===== src/rtl/smg_bin2bcd_module.sv =====
// smg_bin2bcd_module
// Sequential double-dabble converter: a 10-bit binary value in, a
// three-digit BCD word out for the seven-segment scan path. One iteration
// per clock, ten iterations per conversion. The result is held on
// registered outputs, and Done_Sig pulses for one cycle when it loads.
// With CLAMP=1, values above 999 saturate to 999. With CLAMP=0 they show
// their low three decimal digits. Either way Over_Sig is raised.
module smg_bin2bcd_module #(
  parameter bit CLAMP = 1'b1
) (
  input  logic        CLK,
  input  logic        RST,
  input  logic        Start_Sig,
  input  logic [9:0]  Binary_Data,
  output logic        Busy_Sig,
  output logic        Done_Sig,
  output logic        Over_Sig,
  output logic [11:0] Number_Sig
);

  typedef enum logic [1:0] {
    IDLE  = 2'd0,
    SHIFT = 2'd1,
    DONE  = 2'd2
  } state_t;

  localparam logic [3:0]  LAST_ITER = 4'd9;
  localparam logic [9:0]  MAX_IN    = 10'd999;
  localparam logic [11:0] SAT_BCD   = 12'h999;

  state_t      state;
  logic [9:0]  bin_q;      // binary operand, shifted out MSB first
  logic [11:0] bcd_q;      // BCD scratch, never visible on the outputs
  logic [3:0]  cnt_q;      // iteration index 0..9
  logic        over_q;     // pending over-range flag for this conversion

  logic [11:0] bcd_adj;    // scratch after the add-3 correction
  logic [11:0] bcd_shift;  // scratch after the one-bit left shift
  logic        bcd_carry;  // bit shifted out of the hundreds digit

  // Add 3 to a digit of 5..9 so that the following doubling carries into
  // the next decade. Digits 0..4 pass through unchanged.
  function automatic logic [3:0] add3(input logic [3:0] digit);
    return (digit >= 4'd5) ? digit + 4'd3 : digit;
  endfunction

  // One double-dabble step: correct every digit, then shift in the next
  // binary bit.
  always_comb begin
    // NOTE: every always_comb output gets a value on every path, so no latch
    // can be inferred.
    bcd_adj   = {add3(bcd_q[11:8]), add3(bcd_q[7:4]), add3(bcd_q[3:0])};
    bcd_carry = bcd_adj[11];
    bcd_shift = {bcd_adj[10:0], bin_q[9]};
  end

  // Control FSM, datapath registers and registered outputs share one
  // clocked block.
  always_ff @(posedge CLK or posedge RST) begin
    // NOTE: the reset clears every register, the scratch and the operand
    // included, so an interrupted conversion leaves nothing behind.
    if (RST) begin
      state      <= IDLE;
      bin_q      <= '0;
      bcd_q      <= '0;
      cnt_q      <= '0;
      over_q     <= 1'b0;
      Busy_Sig   <= 1'b0;
      Done_Sig   <= 1'b0;
      Over_Sig   <= 1'b0;
      Number_Sig <= '0;
    end else begin
      // NOTE: non-blocking assignments throughout. Every register here sees
      // the values from before the edge, whatever the statement order.
      case (state)
        IDLE: begin
          Done_Sig <= 1'b0;
          if (Start_Sig) begin
            bin_q    <= Binary_Data;
            bcd_q    <= '0;
            cnt_q    <= '0;
            over_q   <= (Binary_Data > MAX_IN);
            Busy_Sig <= 1'b1;
            state    <= SHIFT;
          end
        end

        SHIFT: begin
          bcd_q <= bcd_shift;
          bin_q <= {bin_q[8:0], 1'b0};
          cnt_q <= cnt_q + 4'd1;
          // A carry out of the hundreds digit can only come from a value
          // above 999. Folding it in keeps the flag tied to the datapath.
          over_q <= over_q | bcd_carry;
          if (cnt_q == LAST_ITER) begin
            state      <= DONE;
            Done_Sig   <= 1'b1;
            Over_Sig   <= over_q | bcd_carry;
            Number_Sig <= (CLAMP && (over_q || bcd_carry)) ? SAT_BCD
                                                           : bcd_shift;
          end
        end

        DONE: begin
          Done_Sig <= 1'b0;
          Busy_Sig <= 1'b0;
          state    <= IDLE;
        end

        default: begin
          Done_Sig <= 1'b0;
          Busy_Sig <= 1'b0;
          state    <= IDLE;
        end
      endcase
    end
  end

endmodule


===== config.mk =====
export PLATFORM = sky130hd
export DESIGN_NAME = smg_bin2bcd_module
export DESIGN_NICKNAME = d
export VERILOG_FILES = /design/src/rtl/smg_bin2bcd_module.sv
export SDC_FILE = /design/constraint.sdc
export NUM_CORES = 1
export LEC_CHECK = 0
export CORE_MARGIN = 2
export CORE_UTILIZATION = 33
export CTS_BUF_LIST = sky130_fd_sc_hd__clkbuf_4
export DETAILED_ROUTE_END_ITERATION = 10
export PLACE_DENSITY_LB_ADDON = 0.3
export REMOVE_ABC_BUFFERS = 1
export SLEW_MARGIN = 5
export SYNTH_ARGS = -nofsm -noshare
export SYNTH_HDL_FRONTEND = slang
export SYNTH_SLANG_ARGS = --single-unit

===== constraint.sdc =====
create_clock -name CLK -period 3.77 [get_ports CLK]
set_clock_uncertainty 0.15 [all_clocks]
set_input_delay 0.754 -clock CLK [delete_from_list [all_inputs] [get_ports CLK]]
set_output_delay 0.754 -clock CLK [all_outputs]
set_load 0.03 [all_outputs]

Word level (Yosys, flattened, before mapping):

Index checks and enable logic that the tools add are counted.

* flip-flop bits (word level): 44
* bits in latches: 0
* bits in writable memories: 0
* bits in read-only memories: 0
* memories kept: 0

* add/subtract/negate cells: 4
* $mul: 0
* divide/modulo/power cells: 0
* magnitude comparators: 4
* equality and inequality tests: 4
* shift-type cells: 0
* mux-type cells: 19
* bitwise operators: 2
* reduce and logical (&&, ||, !) cells: 7

Operator list (count)
* $mux 12: 2
* $pmux 12 s2: 1
* $pmux 10 s2: 1
* $mux 4: 4
* $add 4x2->4 const B: 3
* $ge 4x3->1 const B: 3
* $gt 10x10->1 const B: 1
* $mux 10: 1
* $pmux 4 s2: 1
* $reduce_and 2->1: 4
* $add 4x1->4 const B: 1
* $eq 4x4->1 const B: 1
* $mux 1: 4
* $mux 2: 2
* $ne 2x2->1 const B: 2
* $pmux 1 s2: 2
* $pmux 2 s2: 1
* $eq 2x1->1 const B: 1
* $logic_not 2->1: 1
* $reduce_bool 2->1: 1
* $logic_or 1x1->1: 1
* $not 1->1: 1
* $or 1x1->1: 1

Longest topological paths before layout:

* depth after elaboration: 4
* depth in mapped cells: 8
* depth with buffers taken out: 7

Worst setup path after synthesis:

OpenSTA, ideal clock, no wires.

* kind: reg-to-reg
* start: register bcd_q[9]
* end: register Number_Sig[1]
* arrival time: 1.483 ns
* required time: 3.528 ns
* setup slack: 2.046 ns
* stages on the path, launching flop included: 7
* buffers on the path: 0
* path through: dfrtp_1 inv_1 ha_1 nand2b_1 nor3b_4 a211o_1 o31ai_2

* cells in the longest elaborated chain, start to end: 4
* elaborated cells between the ends (all ways): 5
* those cells by class: add/sub (1); order compare (1); mux (2); reduce/logical (1)

Ends and longest elaborated chain
* start, declared: line 33 `logic [11:0] bcd_q;`
* start signal, assigned: line 89 `bcd_q <= bcd_shift;`
* $add 4x2->4 or $ge 4x3->1 (tied branches): line 44 `return (digit >= 4'd5) ? digit + 4'd3 : digit;`
* $mux 4 (*): line 44
* $logic_or 1x1->1 (*): line 99 `Number_Sig <= (CLAMP && (over_q || bcd_carry)) ? SAT_BCD`
* $mux 12 (*): line 99
* end signal, assigned: line 99
* end, declared: line 18 `output logic [11:0] Number_Sig`

Every way passes the cells marked *; elsewhere a longest branch is shown, timed or not.
A chain may end at the register's enable or synchronous reset.

Worst setup path in the final report:

* start: register Number_Sig[0]
* end: output port Number_Sig[0]

No word-level cell between the ends.

==> impl_metrics.csv <==
group,metric,value,unit
outcome,status,"finished, final reports clean",
yosys,yosysMostFrequentCell,"dfrtp_1",
yosys,synthTopCellsByCount,"44 x dfrtp_1, 28 x nand2_1, 24 x o21ai_0",
worst_setup_path,crit_family,"buffers and inverters",
die,io_pins,28,
die,die_h,85.1,um
yosys,synth_cells,215,
sta,fin_crit,2.32,ns
worst_hold_path,min_path_cells,1,
clock_network,htree_levels,2,
routing,wl_per_cell,13.5,um
yosys,ys_async_sr_fraction,1.00,
clock_network,cts_tree,"built",
clock_network,post_cts_buffers,0,
worst_setup_path,crit_chain,"clkdlybuf4s50_1",
cells_and_area,nets,262,
worst_setup_path,required,2.87,ns
yosys,yosys_warnings,0,
yosys,synth_top_cell_area_share,0.508,
sta,tns,0,ns
worst_setup_path,r2r-start,"state[0]",
sta,slew-limit-headroom,0.361,
yosys,yosys.cell_types.count,41,
die,die_area,7240,um^2
routing,met3_length,109,um
placement,gp_congestion,0.771,
die,rows,29,
routing,drtPass1Iterations,4,
cells_and_area,nFillCells,609,
worst_setup_path,r2r_cells,5,
routing,num_vias,1582,
yosys,avgSynthCellArea,10.1,um^2
sta,finalSetupViolCount,0,
sta,worst_pin_slew,0.953,ns
sta,grt_setup_unrepaired,"no",
worst_setup_path,path_buf_inv,1,
clock_network,clk_latency,0.35,ns
yosys,synth_ff_type,"dfrtp_1",
yosys,yosys-top-cells-area,"dfrtp_1 51%, o21ai_0 5.5%, nand2_1 4.8%",
placement,place_inst,311,
grt,grt_usage,0.129,
placement,numPortBuffers,27,
yosys,syn-cell-area,2170,um^2
worst_setup_path,slowest_delay,0.69,ns
cells_and_area,area_growth,19.2,%
power,power.leakage,1.14,nW
clock_network,cts_max_path_buffers,2,
grt,grt_pass1_vias,1552,
clock_network,cts_inserted_buffers,5,
clock_network,cts.sinks,44,
worst_setup_path,r2r_setup_slack,1.48,ns
routing,dr_wl_met2,2090,um
grt,grt_pass1_wl,7420,um
die,coreArea,6350,um^2
worst_setup_path,crit_slowest_cell,"clkdlybuf4s50_1",
yosys,yosysSeqAreaShare,0.508,
routing,routed_wl,4300,um
clock_network,cts_root_buffer,"clkbuf_4",
worst_hold_path,min-delay-start,"cnt_q[3]",
sta,finalMaxSlewViolations,0,
routing,ant_nets,0,
worst_hold_path,holdPathEnd,"cnt_q[3]",
power,vdd_drop_max,303,uV
worst_setup_path,arrival,1.42,ns
clock_network,hold_buffers,0,
clock_network,cts.clk_slew.worst_paths,0.13,ns
worst_setup_path,worstSetupPathType,"reg2out",
power,pwr_density_cell,772,nW/um^2
cells_and_area,drive_above_1_share,0.0868,
routing,viasPerCell,4.96,
grt,grt_max_degree,28,
yosys,synth-edff-count,0,
worst_hold_path,worstHoldPathType,"reg2reg",
worst_setup_path,cp-end-kind,"output port",
clock_network,cts_resized,0,
yosys,synth_top_area_cell,"dfrtp_1",
sta,hold_viol,0,
grt,grt.overflow.total,0,
placement,place_hpwl,3090,um
worst_setup_path,r2r_end,"Number_Sig[3]",
worst_setup_path,crit_path_max_fanout,2,
routing,wl_met1,2060,um
routing,drc,0,
cells_and_area,diodes,0,
die,start_util,0.341,
grt,antenna_found_initial,0,
routing,drt_iter0_markers,93,
run,drv_cap,0,
worst_setup_path,cp-start-kind,"flop",
sta,min_period_over_period,0.616,
sta,max_freq,431,MHz
yosys,ys_ff_latch,44,
die,die_x,85.1,um
routing,topRoutingLayerUsed,"met4",
cells_and_area,fin_cells,319,
-- stage by stage --
step | worst slack [ns] | utilization | hold WS, ns | cell area [um^2] | total power, mW
6_report | 1.45 | 0.407 | 0.330 | 2580 | 2.00
5_1_grt | 1.26 | 0.407 | 0.356 | 2580 | 2.16
2_1_floorplan | 1.65 | - | 0.288 | 2120 | 1.43
4_1_cts | 1.42 | 0.407 | 0.330 | 2580 | 2.03
3_3_place_gp | 1.46 | 0.394 | 0.307 | 2500 | 1.70
3_5_place_dp | 1.43 | 0.394 | 0.312 | 2500 | 1.73
-- registers in the layout (all words and copies together), names as in the netlist --
| register | count |
|---|---|
| Busy_Sig | 1 |
| Done_Sig | 1 |
| Number_Sig | 12 |
| Over_Sig | 1 |
| bcd_q | 12 |
| bin_q | 10 |
| cnt_q | 4 |
| over_q | 1 |
| state | 2 |
-- layout by cell type, fill, tap and decap left out, types with 3 or more instances in the layout --
master and count:
a31oi_1 3, clkdlybuf4s50_1 27, nand2b_1 4, and3b_1 10, ha_1 8, nor3_1 3, inv_1 8, a22o_1 3
o21ai_0 24, nor3b_1 3, o21ai_1 5, a21oi_1 15, dfrtp_1 44, xnor2_1 3, nand3_1 3, nand2_1 28
clkbuf_4 6, o31ai_2 4, nor2_1 10
-- kinds of logic after synthesis --
logic type / Yosys count / synth area share
AO/OA/AOI/OAI: 67 / 0.205
flip-flops: 44 / 0.508
adder cells (fa/ha/maj): 8 / 0.0462
XOR/XNOR: 3 / 0.0121
multiplexers: 3 / 0.0144
AND/OR/NAND/NOR: 70 / 0.176
buffers and inverters: 20 / 0.0381
-- layout make-up --
type / instances / area [um^2] / area share
multi-input cells: 151 / 985 / 0.381
inverters: 10 / 37.5 / 0.0145
clock buffers: 6 / 45.0 / 0.0174
well taps: 77 / 96.3 / 0.0373
flip-flops and latches: 44 / 1100 / 0.426
repair buffers: 29 / 285 / 0.110
clock inverters: 2 / 35.0 / 0.0136
-- report_power, final --
| part | internal [mW] | total (mW) | switching [mW] |
|---|---|---|---|
| Sequential | 0.649 | 0.822 | 0.173 |
| Combinational | 0.373 | 0.878 | 0.505 |
| Clock | 0.146 | 0.295 | 0.149 |
-- worst max-delay path by stage --
stage | end | from | slack (ns) | depth (start not counted)
6_report | Number_Sig[0] | Number_Sig[0] | 1.45 | 1
3_3_place_gp | bcd_q[3] | Start_Sig | 1.46 | 5
3_5_place_dp | bcd_q[3] | Start_Sig | 1.43 | 5
2_1_floorplan | bcd_q[3] | Start_Sig | 1.65 | 3
4_1_cts | Number_Sig[0] | Number_Sig[0] | 1.42 | 1
5_1_grt | Number_Sig[3] | state[0] | 1.26 | 5
-- layer usage --
layer | global-route usage | vias up
li1 | - | 808
met1 | 0.170 | 747
met2 | 0.210 | 22
met3 | 0.0302 | 5
met4 | 0.0462 | 0
met5 | 0 | -
(Power assumes the default switching activity.)
